==> config.mk <==
export PLATFORM = sky130hd
export DESIGN_NAME = mul_ckt
export DESIGN_NICKNAME = d
export VERILOG_FILES = /design/src/rtl/mul_pkg.sv /design/src/rtl/mul_datapath.sv /design/src/rtl/mul_ckt.sv
export SDC_FILE = /design/constraint.sdc
export NUM_CORES = 1
export LEC_CHECK = 0
export ABC_CLOCK_PERIOD_IN_PS = 3250
export BUFFER_PORTS_ARGS = -buffer_cell sky130_fd_sc_hd__buf_4
export CORE_MARGIN = 4
export CORE_UTILIZATION = 40
export DETAILED_ROUTE_END_ITERATION = 8
export GPL_TIMING_DRIVEN = 0
export PLACE_DENSITY = 0.62
export RECOVER_POWER = 25
export SLEW_MARGIN = 20
export SYNTH_ARGS = -nofsm -noshare
export SYNTH_HDL_FRONTEND = slang
export SYNTH_SLANG_ARGS = --single-unit
==> constraint.sdc <==
create_clock -name clk -period 3.25 [get_ports clk]
set_input_delay 0.65 -clock clk [delete_from_list [all_inputs] [get_ports clk]]
set_output_delay 0.65 -clock clk [all_outputs]
set_load 0.02 [all_outputs]
==> src/rtl/mul_pkg.sv <==
// Shared definitions for the repeated-addition multiplier.
package mul_pkg;

  // Default operand width; the product is twice this wide.
  localparam int MUL_W = 8;

  // Controller states, 2-bit encoding.
  typedef enum logic [1:0] {
    IDLE   = 2'd0,
    LOAD_B = 2'd1,
    ADD    = 2'd2,
    DONE   = 2'd3
  } state_t;

endpackage

==> src/rtl/mul_datapath.sv <==
// Datapath for the repeated-addition multiplier: multiplicand register,
// multiplier down-counter and product accumulator, steered by the controller.
module mul_datapath #(
  parameter int W = mul_pkg::MUL_W
) (
  input  logic           clk,
  input  logic           rst_n,
  input  logic [W-1:0]   data_in,
  input  logic           ldA,
  input  logic           ldB,
  input  logic           clrP,
  input  logic           add,
  output logic           Bzero,
  output logic [2*W-1:0] product
);

  logic [W-1:0]   r_a;
  logic [W-1:0]   r_b;
  logic [2*W-1:0] r_p;

  // Operand capture, countdown and accumulation.
  // NOTE: sequential state uses non-blocking (<=) so every register samples
  // pre-edge values; blocking here would make the add see a half-updated counter.
  always_ff @(posedge clk or negedge rst_n) begin
    if (!rst_n) begin
      r_a <= '0;
      r_b <= '0;
      r_p <= '0;
    end else begin
      if (ldA) r_a <= data_in;
      if (ldB) r_b <= data_in;
      if (clrP) begin
        r_p <= '0;
      end else if (add) begin
        // A is zero-extended; (2^W-1)^2 always fits in 2W bits.
        r_p <= r_p + {{W{1'b0}}, r_a};
        r_b <= r_b - 1'b1;
      end
    end
  end

  assign Bzero   = (r_b == '0);
  assign product = r_p;

endmodule

==> src/rtl/mul_ckt.sv <==
// Sequential repeated-addition multiplier: loads A then B over one bus,
// adds A once per cycle while counting B down, then strobes done.
module mul_ckt
  import mul_pkg::*;
#(
  parameter int W = MUL_W
) (
  input  logic           clk,
  input  logic           rst_n,
  input  logic           start,
  input  logic [W-1:0]   data_in,
  output logic           busy,
  output logic           done,
  output logic [2*W-1:0] product
);

  state_t r_state;
  state_t w_state_nxt;
  logic   w_ld_a;
  logic   w_ld_b;
  logic   w_clr_p;
  logic   w_add;
  logic   w_b_zero;

  // State register.
  always_ff @(posedge clk or negedge rst_n) begin
    if (!rst_n) r_state <= IDLE;
    else        r_state <= w_state_nxt;
  end

  // Next-state logic; start is only looked at in IDLE.
  always_comb begin
    w_state_nxt = r_state;
    case (r_state)
      IDLE:    if (start) w_state_nxt = LOAD_B;
      LOAD_B:  w_state_nxt = ADD;
      ADD:     if (w_b_zero) w_state_nxt = DONE;
      DONE:    w_state_nxt = IDLE;
      default: w_state_nxt = IDLE;
    endcase
  end

  // Datapath strobes and status outputs, decoded from the state register.
  // NOTE: every output gets a default first so no path leaves one unassigned,
  // which would otherwise infer a latch.
  always_comb begin
    w_ld_a  = 1'b0;
    w_ld_b  = 1'b0;
    w_clr_p = 1'b0;
    w_add   = 1'b0;
    busy    = 1'b1;
    done    = 1'b0;
    case (r_state)
      IDLE: begin
        busy   = 1'b0;
        w_ld_a = start;
      end
      LOAD_B: begin
        w_ld_b  = 1'b1;
        w_clr_p = 1'b1;
      end
      ADD:     w_add = ~w_b_zero;
      DONE:    done  = 1'b1;
      default: busy  = 1'b0;
    endcase
  end

  mul_datapath #(.W(W)) u_datapath (
    .clk     (clk),
    .rst_n   (rst_n),
    .data_in (data_in),
    .ldA     (w_ld_a),
    .ldB     (w_ld_b),
    .clrP    (w_clr_p),
    .add     (w_add),
    .Bzero   (w_b_zero),
    .product (product)
  );

endmodule

== After elaboration in Yosys (flattened, before gate mapping) ==
Index checks and enable logic that the tools add are counted.
W data, S select, Z words.
Cells by class
  reductions and logical operators: 4
  equal/unequal tests: 5
  bitwise gates (word level): 1
  $add $sub $neg: 2
  multiplexer cells: 13
Operators with widths (number)
  $mux W16: 2
  $mux W8: 3
  $add A16 B8 Y16: 1
  $logic_not A8 Y1: 1
  $pmux W2 S4: 1
  $sub A8 B1 Y8 const B: 1
  $mux W1: 5
  $eq A2 B2 Y1 const B: 2
  $mux W2: 2
  $ne A2 B2 Y1 const B: 2
  $eq A2 B1 Y1 const B: 1
  $logic_not A2 Y1: 1
  $reduce_and A2 Y1: 1
  $reduce_bool A2 Y1: 1
  $not A1 Y1: 1
Word-level totals
  register bits: 34
  output and inout port bits: 18
  input port bits: 11

== Longest topological paths before layout ==
Gate-level depths: netlist (run 1).
  depth in word-level cells: 5
  depth in mapped cells: 8
  mapped depth without buffers: 8

== Hierarchy ==
From an unflattened synthesis (run 1), not the netlist that was laid out.
Second synthesis, totals
  cells, all modules: 207
  area, all modules: 2057.0 um^2
By module, submodules not included
  mul_datapath: cells an instance 191, instances 1, area each 1865.5 um^2
  mul_ckt: cells an instance 16, instances 1, area each 191.4 um^2

== Least setup slack after synthesis (run 1) ==
Ideal clock, no wire load.
  kind: reg2reg
  start point: register u_datapath.r_p[0] (netlist: u_datapath.product[0])
  end point: register u_datapath.r_p[12] (netlist: u_datapath.product[12])
  path slack: 1137 ps
  cell stages (with the launch flop): 9
  data arrival time: 2035 ps
  required time: 3172 ps
  library setup time: 78 ps
  cells stage by stage: dfrtp_1 -> ha_1 -> inv_1 -> fa_1 -> nor2b_1 -> o31a_1 -> o211ai_1 -> or3_1 -> a21oi_1
On the way
  longest elaborated chain between the ends: 3
Ends and longest elaborated chain
  from (decl): line mul_datapath.sv:19  | logic [2*W-1:0] r_p;
  from (signal assigned): line mul_datapath.sv:36  | r_p <= r_p + {{W{1'b0}}, r_a};
  $add A16 B8 Y16: line mul_datapath.sv:36
  $mux W16: line mul_datapath.sv:34  | end else if (add) begin
  $mux W16: line mul_datapath.sv:32  | if (clrP) begin
Every way passes these cells. The select of a mux whose other input is x is not followed.
A chain may end at the register's enable or synchronous reset.

== Final worst setup path (run 1) ==
  start point: register u_datapath.r_p[0] (netlist: u_datapath.product[0])
  end point: register u_datapath.r_p[10] (netlist: u_datapath.product[10])
Same word-level chain as after synthesis.

==> results of run 1 <==
==> worst max-delay path: stages (launching register included) <==
cell and delay [ns]:
dfrtp_1 0.38, ha_1 0.22, inv_1 0.07, fa_1 0.41, nor2b_1 0.18, o31a_1 0.21, o211ai_1 0.25, or3_1 0.36
a21oi_1 0.15
==> through the flow <==
| step | cells | hold WS [ns] | setup WS (ns) |
|---|---|---|---|
| finish | 301 | 0.521 | 0.941 |
| global route | 301 | 0.549 | 0.765 |
| CTS | 301 | 0.322 | 0.922 |
| detailed placement | 295 | 0.507 | 0.954 |
| global placement | 295 | 0.494 | 1.01 |
| floorplan | 200 | 0.354 | 1.14 |
==> power groups by stage <==
stage / Sequential, W / Combinational (W) / Clock, W
after floorplan: 0.000732 / 0.000861 / 0
after global routing: 0.000737 / 0.00134 / 0.000332
after CTS: 0.000719 / 0.00119 / 0.000322
after detailed placement: 0.000726 / 0.00118 / 0
final: 0.000717 / 0.00118 / 0.000310
after global placement: 0.000725 / 0.00115 / 0
==> layer usage <==
layer  vias up  share of wire, %  track usage, %
met4         0              0.56            4.20
met3         2               5.1            3.56
met2        31                45            23.1
li1        778                 -               -
met5         -                 0               0
met1       714                49            19.8
==> worst paths after layout <==
path | to | slack [ns] | cells after the start
max | u_datapath.product[10]$_DFFE_PN0P_ | 0.94 | 8
min | u_datapath.r_a[4]$_DFFE_PN0P_ | 0.52 | 1
max reg2reg | u_datapath.product[10]$_DFFE_PN0P_ | 0.94 | 8
min reg2reg | u_datapath.r_a[4]$_DFFE_PN0P_ | 0.52 | 1
max in group asynchronous | u_datapath.r_b[3]$_DFF_PN0_ | 1.32 | 1
min in group asynchronous | u_datapath.product[12]$_DFFE_PN0P_ | 0.87 | 1
==> layout make-up <==
type | instances | area [um^2]
Fill cell | 480 | 2410
Multi-Input combinational cell | 150 | 1040
Sequential cell | 34 | 851
Timing Repair Buffer | 28 | 206
Tap cell | 67 | 83.8
Clock buffer | 6 | 82.6
Buffer | 6 | 38.8
Inverter | 10 | 37.5
==> flip-flops by register name (all words and copies together), names as in the netlist <==
name and flops:
u_datapath.r_b 8, u_datapath.product 16, u_datapath.r_a 8, r_state 2
==> cells in the mapped netlist, types with 3 or more instances <==
library cell	count	area, um^2
nor2_1	14	52.6
nor3_1	3	15.0
inv_1	10	37.5
xor2_1	9	78.8
a21oi_1	13	65.1
nand2_1	24	90.1
o21ai_0	15	75.1
nor4_1	3	18.8
mux2_2	8	90.1
ha_1	15	188
or3_1	3	18.8
dfrtp_1	34	851
clkbuf_1	3	11.3
xnor2_1	6	52.6
nand3_1	6	30.0
o211ai_1	6	45.0
==> logic make-up (layout without fill, tap and decap cells) <==
| logic type | Yosys count | after routing | share of synthesized area (%) |
|---|---|---|---|
| and+or+nand+nor | 62 | 62 | 14.8 |
| buffers and inverters | 16 | 50 | 3.87 |
| DFF | 34 | 34 | 43.1 |
| AOI/OAI and AO/OA | 49 | 49 | 16.4 |
| muxes | 8 | 8 | 4.57 |
| adders and majority gates | 16 | 16 | 10.5 |
| xor gates and xnor gates | 15 | 15 | 6.66 |
==> out/metrics.yaml, run 1 <==
routing:
  drt_first_iter_violations: 94
  wirelength_um: 4140
  drtPass1Iterations: 4
  post_drt_wl_per_cell_um: 13.7
  detail-route-antenna-nets: 0
  dr_total_vias: 1525
  drc: 0
  viasPerCell: 5.07
floorplan:
  boundaryPins: 29
  rows: 25
  fp.dieArea_um2: 6120
  initial_core_util_pct: 41.5
  design.core.area_um2: 4750
  die_height_um: 78.2
  die_x_um: 78.2
setup_path:
  worstPathArrival_ns: 2.51
  cp-startpoint: "u_datapath.product[0]$_DFFE_PN0P_"
  r2r_start: "u_datapath.product[0]$_DFFE_PN0P_"
  required_ns: 3.45
  path_max_fanout: 7
  critPathKind: "register to register"
  endpoint_kind: "register"
  critPathLaunchType: "register"
grt:
  first_global_vias: 1504
  grt_pass1_wl_um: 7120
  track_usage_pct: 14.6
  grt_max_degree: 35
  antenna_found_initial: 0
  overflow: 0
place:
  hpwl_um: 3120
  io_buffer_count: 28
  globalplace.congestion: 0.841
  place_area_um2: 2270
power_and_ir_drop:
  p_switching_w: 0.000945
  vdd_ir_drop_max_uv: 491
  power.density_nw_per_um2: 941
  p_int_w: 0.00126
  p_total_w: 0.00221
  clockPowerShare_pct: 14.0
  combPwrFrac_pct: 53.5
  pwr-share-seq_pct: 32.5
  swShare_pct: 42.8
  leakage_nw: 1.05
timing:
  setup_violations: 0
  period_minus_slack_ns: 2.31
  slew_violations: 35
  skew_ns: 0.00218
  worst_pin_slew_ns: 1.85
  setup_tns_ns: 0
  rsz0062_at_grt: "false"
  min_period_over_period_pct: 71.0
  hold_viol: 0
  relSlewSlack_pct: -23.0
  max_freq_ghz: 0.433
clocking:
  cts_tree: "done"
  cts-htree-levels: 2
  clk_path_buf_depth: 2
  cts.sinks: 34
  cts_root_buf: "clkbuf_8"
  clk_latency_ns: 0.28
  ctsHoldBuffers: 0
  ctsResizeCount: 0
  cts_inserted_buffers: 5
  postCtsSetupRepairBufs: 0
  clk_pin_slew_ns: 0.07
logic_synthesis:
  postSynthAreaPerCell_um2: 9.86
  synthDistinctLibCells: 36
  synth_cells: 200
  yosysWarnings: 0
  async_reset_ff_share_pct: 100
  yosysSeqAreaShare_pct: 43.1
  synthesis.area_um2: 1970
  synthesis.nets: 227
  synth_enable_flop_cells: 0
  ys.flop_type: "dfrtp_1"
  ys_ff_latch: 34
layout:
  stdcell_area_um2: 2340
  area.growth.synth_to_final_pct: 18.9
  postLayoutCoreUtil_pct: 49.3
  final_common_cell: "dfrtp_1"
  antenna-diode-count: 0
  final_nets: 262
  final_cell_mix: "dfrtp_1 (34), buf_4 (27), nand2_1 (24)"
  drive_above_1_share_pct: 20.9
hold_path:
  hp-class: "register to register"
  min_from: "u_datapath.r_a[4]$_DFFE_PN0P_"
run_status:
  violations: "capacitance limit, slew limit"
  status: "finished, violations left"
run:
  maxCapViolations: 1
Note: power is estimated with default switching activity, not from simulation.
==> run 2, diff against run 1 <==
ABC_AREA = 1   (was default)
ABC_CLOCK_PERIOD_IN_PS = 2400   (was 3250)
clock period = 2.4 ns   (was 3.25 ns; I/O delays follow)
==> run 2 against run 1 <==
The run still ends with capacitance limit, slew limit left; die area increased by 12%; combinational power increased by 81%; clock-buffer cell count unchanged; core utilization increased by 0.64 points; critical endpoint is now u_datapath.product[6]$_DFFE_PN0P_; largest cell class unchanged; highest routed layer unchanged.
==> out/metrics.yaml, run 2 <==
run_status:
  status: "finished, violations left"  # unchanged
  violations: "capacitance limit, slew limit"  # unchanged
place:
  hpwl_um: 3920  # was 3120 um
  io_buffer_count: 28  # unchanged
  globalplace.congestion: 0.859  # was 0.841
timing:
  setup_tns_ns: 0  # unchanged
  period_minus_slack_ns: 1.97  # was 2.31 ns
  skew_ns: 0.00538  # was 0.00218 ns
  relSlewSlack_pct: -24.0  # was -23.0%
  hold_viol: 0  # unchanged
  worst_pin_slew_ns: 1.86  # was 1.85 ns
  holdWs_ns: 0.422  # was 0.521 ns
  slew_violations: 35  # unchanged
  max_freq_ghz: 0.507  # was 0.433 GHz
  min_period_over_period_pct: 82.2  # was 71.0%
  setup_violations: 0  # unchanged
  rsz0062_at_grt: "false"  # unchanged
floorplan:
  initial_core_util_pct: 42.5  # was 41.5%
  rows: 26  # was 25
  boundaryPins: 29  # unchanged
  design.core.area_um2: 5240  # was 4750 um^2
  die_x_um: 82.6  # was 78.2 um
  fp.dieArea_um2: 6830  # was 6120 um^2
  die_height_um: 82.6  # was 78.2 um
clocking:
  clk_latency_ns: 0.29  # was 0.28 ns
  cts_tree: "done"  # unchanged
  ctsHoldBuffers: 0  # unchanged
  cts.sinks: 34  # unchanged
  clk_pin_slew_ns: 0.07  # about the same
  ctsResizeCount: 0  # unchanged
  clk_path_buf_depth: 2  # unchanged
  cts_root_buf: "clkbuf_8"  # unchanged
  postCtsSetupRepairBufs: 0  # unchanged
  cts-htree-levels: 2  # unchanged
  cts_inserted_buffers: 5  # unchanged
routing:
  maxUsedRoutingLayer: "met4"  # unchanged
  post_drt_wl_per_cell_um: 12.8  # was 13.7 um
  viasPerCell: 4.87  # was 5.07
  detail-route-antenna-nets: 0  # unchanged
  wl_met2_um: 2460  # was 1880 um
  wl_met3_um: 151  # was 213 um
  dr_total_vias: 1962  # was 1525
  wirelength_um: 5150  # was 4140 um
  drc: 0  # unchanged
  drt-met1-wl_um: 2500  # was 2020 um
  drtPass1Iterations: 4  # unchanged
  drt_first_iter_violations: 97  # was 94
power_and_ir_drop:
  p_int_w: 0.00185  # was 0.00126 W
  pwr-share-seq_pct: 27.9  # was 32.5%
  clockPowerShare_pct: 12.6  # was 14.0%
  vdd_ir_drop_max_uv: 667  # was 491 uV
  leakage_nw: 1.38  # was 1.05 nW
  p_switching_w: 0.00174  # was 0.000945 W
  power.density_nw_per_um2: 1370  # was 941 nW/um^2
  swShare_pct: 48.5  # was 42.8%
  combPwrFrac_pct: 59.5  # was 53.5%
run:
  maxCapViolations: 1  # unchanged
logic_synthesis:
  yosysSeqAreaShare_pct: 38.2  # was 43.1%
  synthesis.nets: 324  # was 227
  yosysWarnings: 0  # unchanged
  ys_ff_latch: 34  # unchanged
  synth.most_common_cell: "nand2_1"  # was dfrtp_1
  synth_enable_flop_cells: 0  # unchanged
  netlist_top_cells_count: "nand2_1 (97), dfrtp_1 (34), nor2_1 (30)"  # was dfrtp_1 (34), nand2_1 (24), ha_1 (15), o21ai_0 (15), nor2_1 (14)
  synth_cells: 297  # was 200
  yosysTopAreaCell: "dfrtp_1"  # unchanged
  synthesis.area_um2: 2230  # was 1970 um^2
  async_reset_ff_share_pct: 100  # unchanged
  postSynthAreaPerCell_um2: 7.50  # was 9.86 um^2
  synthTopCellsByArea: "dfrtp_1 (38%), nand2_1 (16%), ha_1 (8.4%)"  # was dfrtp_1 (43%), ha_1 (9.5%), mux2_2 (4.6%)
  ys.flop_type: "dfrtp_1"  # unchanged
  synthDistinctLibCells: 30  # was 36
  synth.top_cell.area_share_pct: 38.2  # was 43.1%
layout:
  fillers: 539  # was 480
  final_nets: 359  # was 262
  largest_reg_flops: 16  # unchanged
  antenna-diode-count: 0  # unchanged
  drive_above_1_share_pct: 18.3  # was 20.9%
  final_common_cell: "nand2_1"  # was dfrtp_1
  final_cell_mix: "nand2_1 (97), dfrtp_1 (34), nor2_1 (30)"  # was dfrtp_1 (34), buf_4 (27), nand2_1 (24)
  area.growth.synth_to_final_pct: 17.5  # was 18.9%
grt:
  grt_pass1_wl_um: 8670  # was 7120 um
  first_global_vias: 1771  # was 1504
  track_usage_pct: 16.8  # was 14.6%
  antenna_found_initial: 0  # unchanged
  grt_max_degree: 35  # unchanged
  overflow: 0  # unchanged
setup_path:
  reg2reg_setup_slack_ns: 0.43  # was 0.94 ns
  required_ns: 2.59  # was 3.45 ns
  endpoint_kind: "register"  # unchanged
  worstPathArrival_ns: 2.16  # was 2.51 ns
  critPathLaunchType: "register"  # unchanged
  path_max_fanout: 4  # was 7
  critPathKind: "register to register"  # unchanged
hold_path:
  hp-class: "input pin to register"  # was register to register
run 2: worst paths after layout:
path	start	end	depth (start not counted)
setup / recovery	u_datapath.product[0]$_DFFE_PN0P_	u_datapath.product[6]$_DFFE_PN0P_	10
hold / removal	data_in[7]	u_datapath.r_b[7]$_DFF_PN0_	3
setup reg to reg	u_datapath.product[0]$_DFFE_PN0P_	u_datapath.product[6]$_DFFE_PN0P_	10
hold reg to reg	u_datapath.r_a[0]$_DFFE_PN0P_	u_datapath.r_a[0]$_DFFE_PN0P_	2
max in group asynchronous	rst_n	u_datapath.product[0]$_DFFE_PN0P_	1
min in group asynchronous	rst_n	u_datapath.r_a[0]$_DFFE_PN0P_	1
run 2: kinds of logic after synthesis:
kind of cell    after synthesis  share of synthesized area, %
compound gates               31                          7.64
xor+xnor                     10                          3.93
simple gates                161                          30.8
fa+ha+maj                    16                          9.33
mux                           6                          3.03
flops                        34                          38.2
buf+inv                      39                          7.02
run 2: routing by layer:
layer / up-vias / GRT usage [%]
met2: 26 / 26.7
li1: 1013 / -
met5: - / 0
met3: 5 / 4.23
met1: 918 / 23.2
met4: 0 / 3.43
run 2: power groups by stage:
stage	combinational, W	sequential [W]	clock (W)
after floorplan	0.00154	0.00104	0
after detailed placement	0.00215	0.00101	0
final	0.00214	0.00100	0.000455
after CTS	0.00216	0.00100	0.000475
after global placement	0.00210	0.00101	0
after global routing	0.00244	0.00104	0.000500
run 2: worst max-delay path, cell delays in order (launching register included):
cell and delay, ns:
dfrtp_1 0.38, ha_1 0.23, inv_1 0.07, fa_1 0.41, inv_1 0.12, nand3_1 0.07, nand3_1 0.18, nand2_1 0.08
nand2_1 0.08, nor2_1 0.04, o21ai_0 0.22
run 2: layout make-up:
type / count / area [um^2] / area share, %
Multi-Input combinational cell: 224 / 1220 / 46.6
Clock inverter: 2 / 12.5 / 0.478
Buffer: 3 / 21.3 / 0.813
Inverter: 36 / 135 / 5.17
Clock buffer: 6 / 82.6 / 3.16
Timing Repair Buffer: 28 / 206 / 7.89
Tap cell: 70 / 87.6 / 3.35
Sequential cell: 34 / 851 / 32.5
run 2: through the flow:
| stage | area (um^2) | utilization (%) | instances | setup slack, ns | total power, W |
|---|---|---|---|---|---|
| floorplan | 2230 | - | 297 | 0.604 | 0.00258 |
| global placement | 2520 | 48.2 | 395 | 0.517 | 0.00311 |
| detailed placement | 2520 | 48.2 | 395 | 0.447 | 0.00316 |
| CTS | 2620 | 50.0 | 403 | 0.430 | 0.00363 |
| global route | 2620 | 50.0 | 403 | 0.281 | 0.00398 |
| finish | 2620 | 50.0 | 403 | 0.427 | 0.00360 |
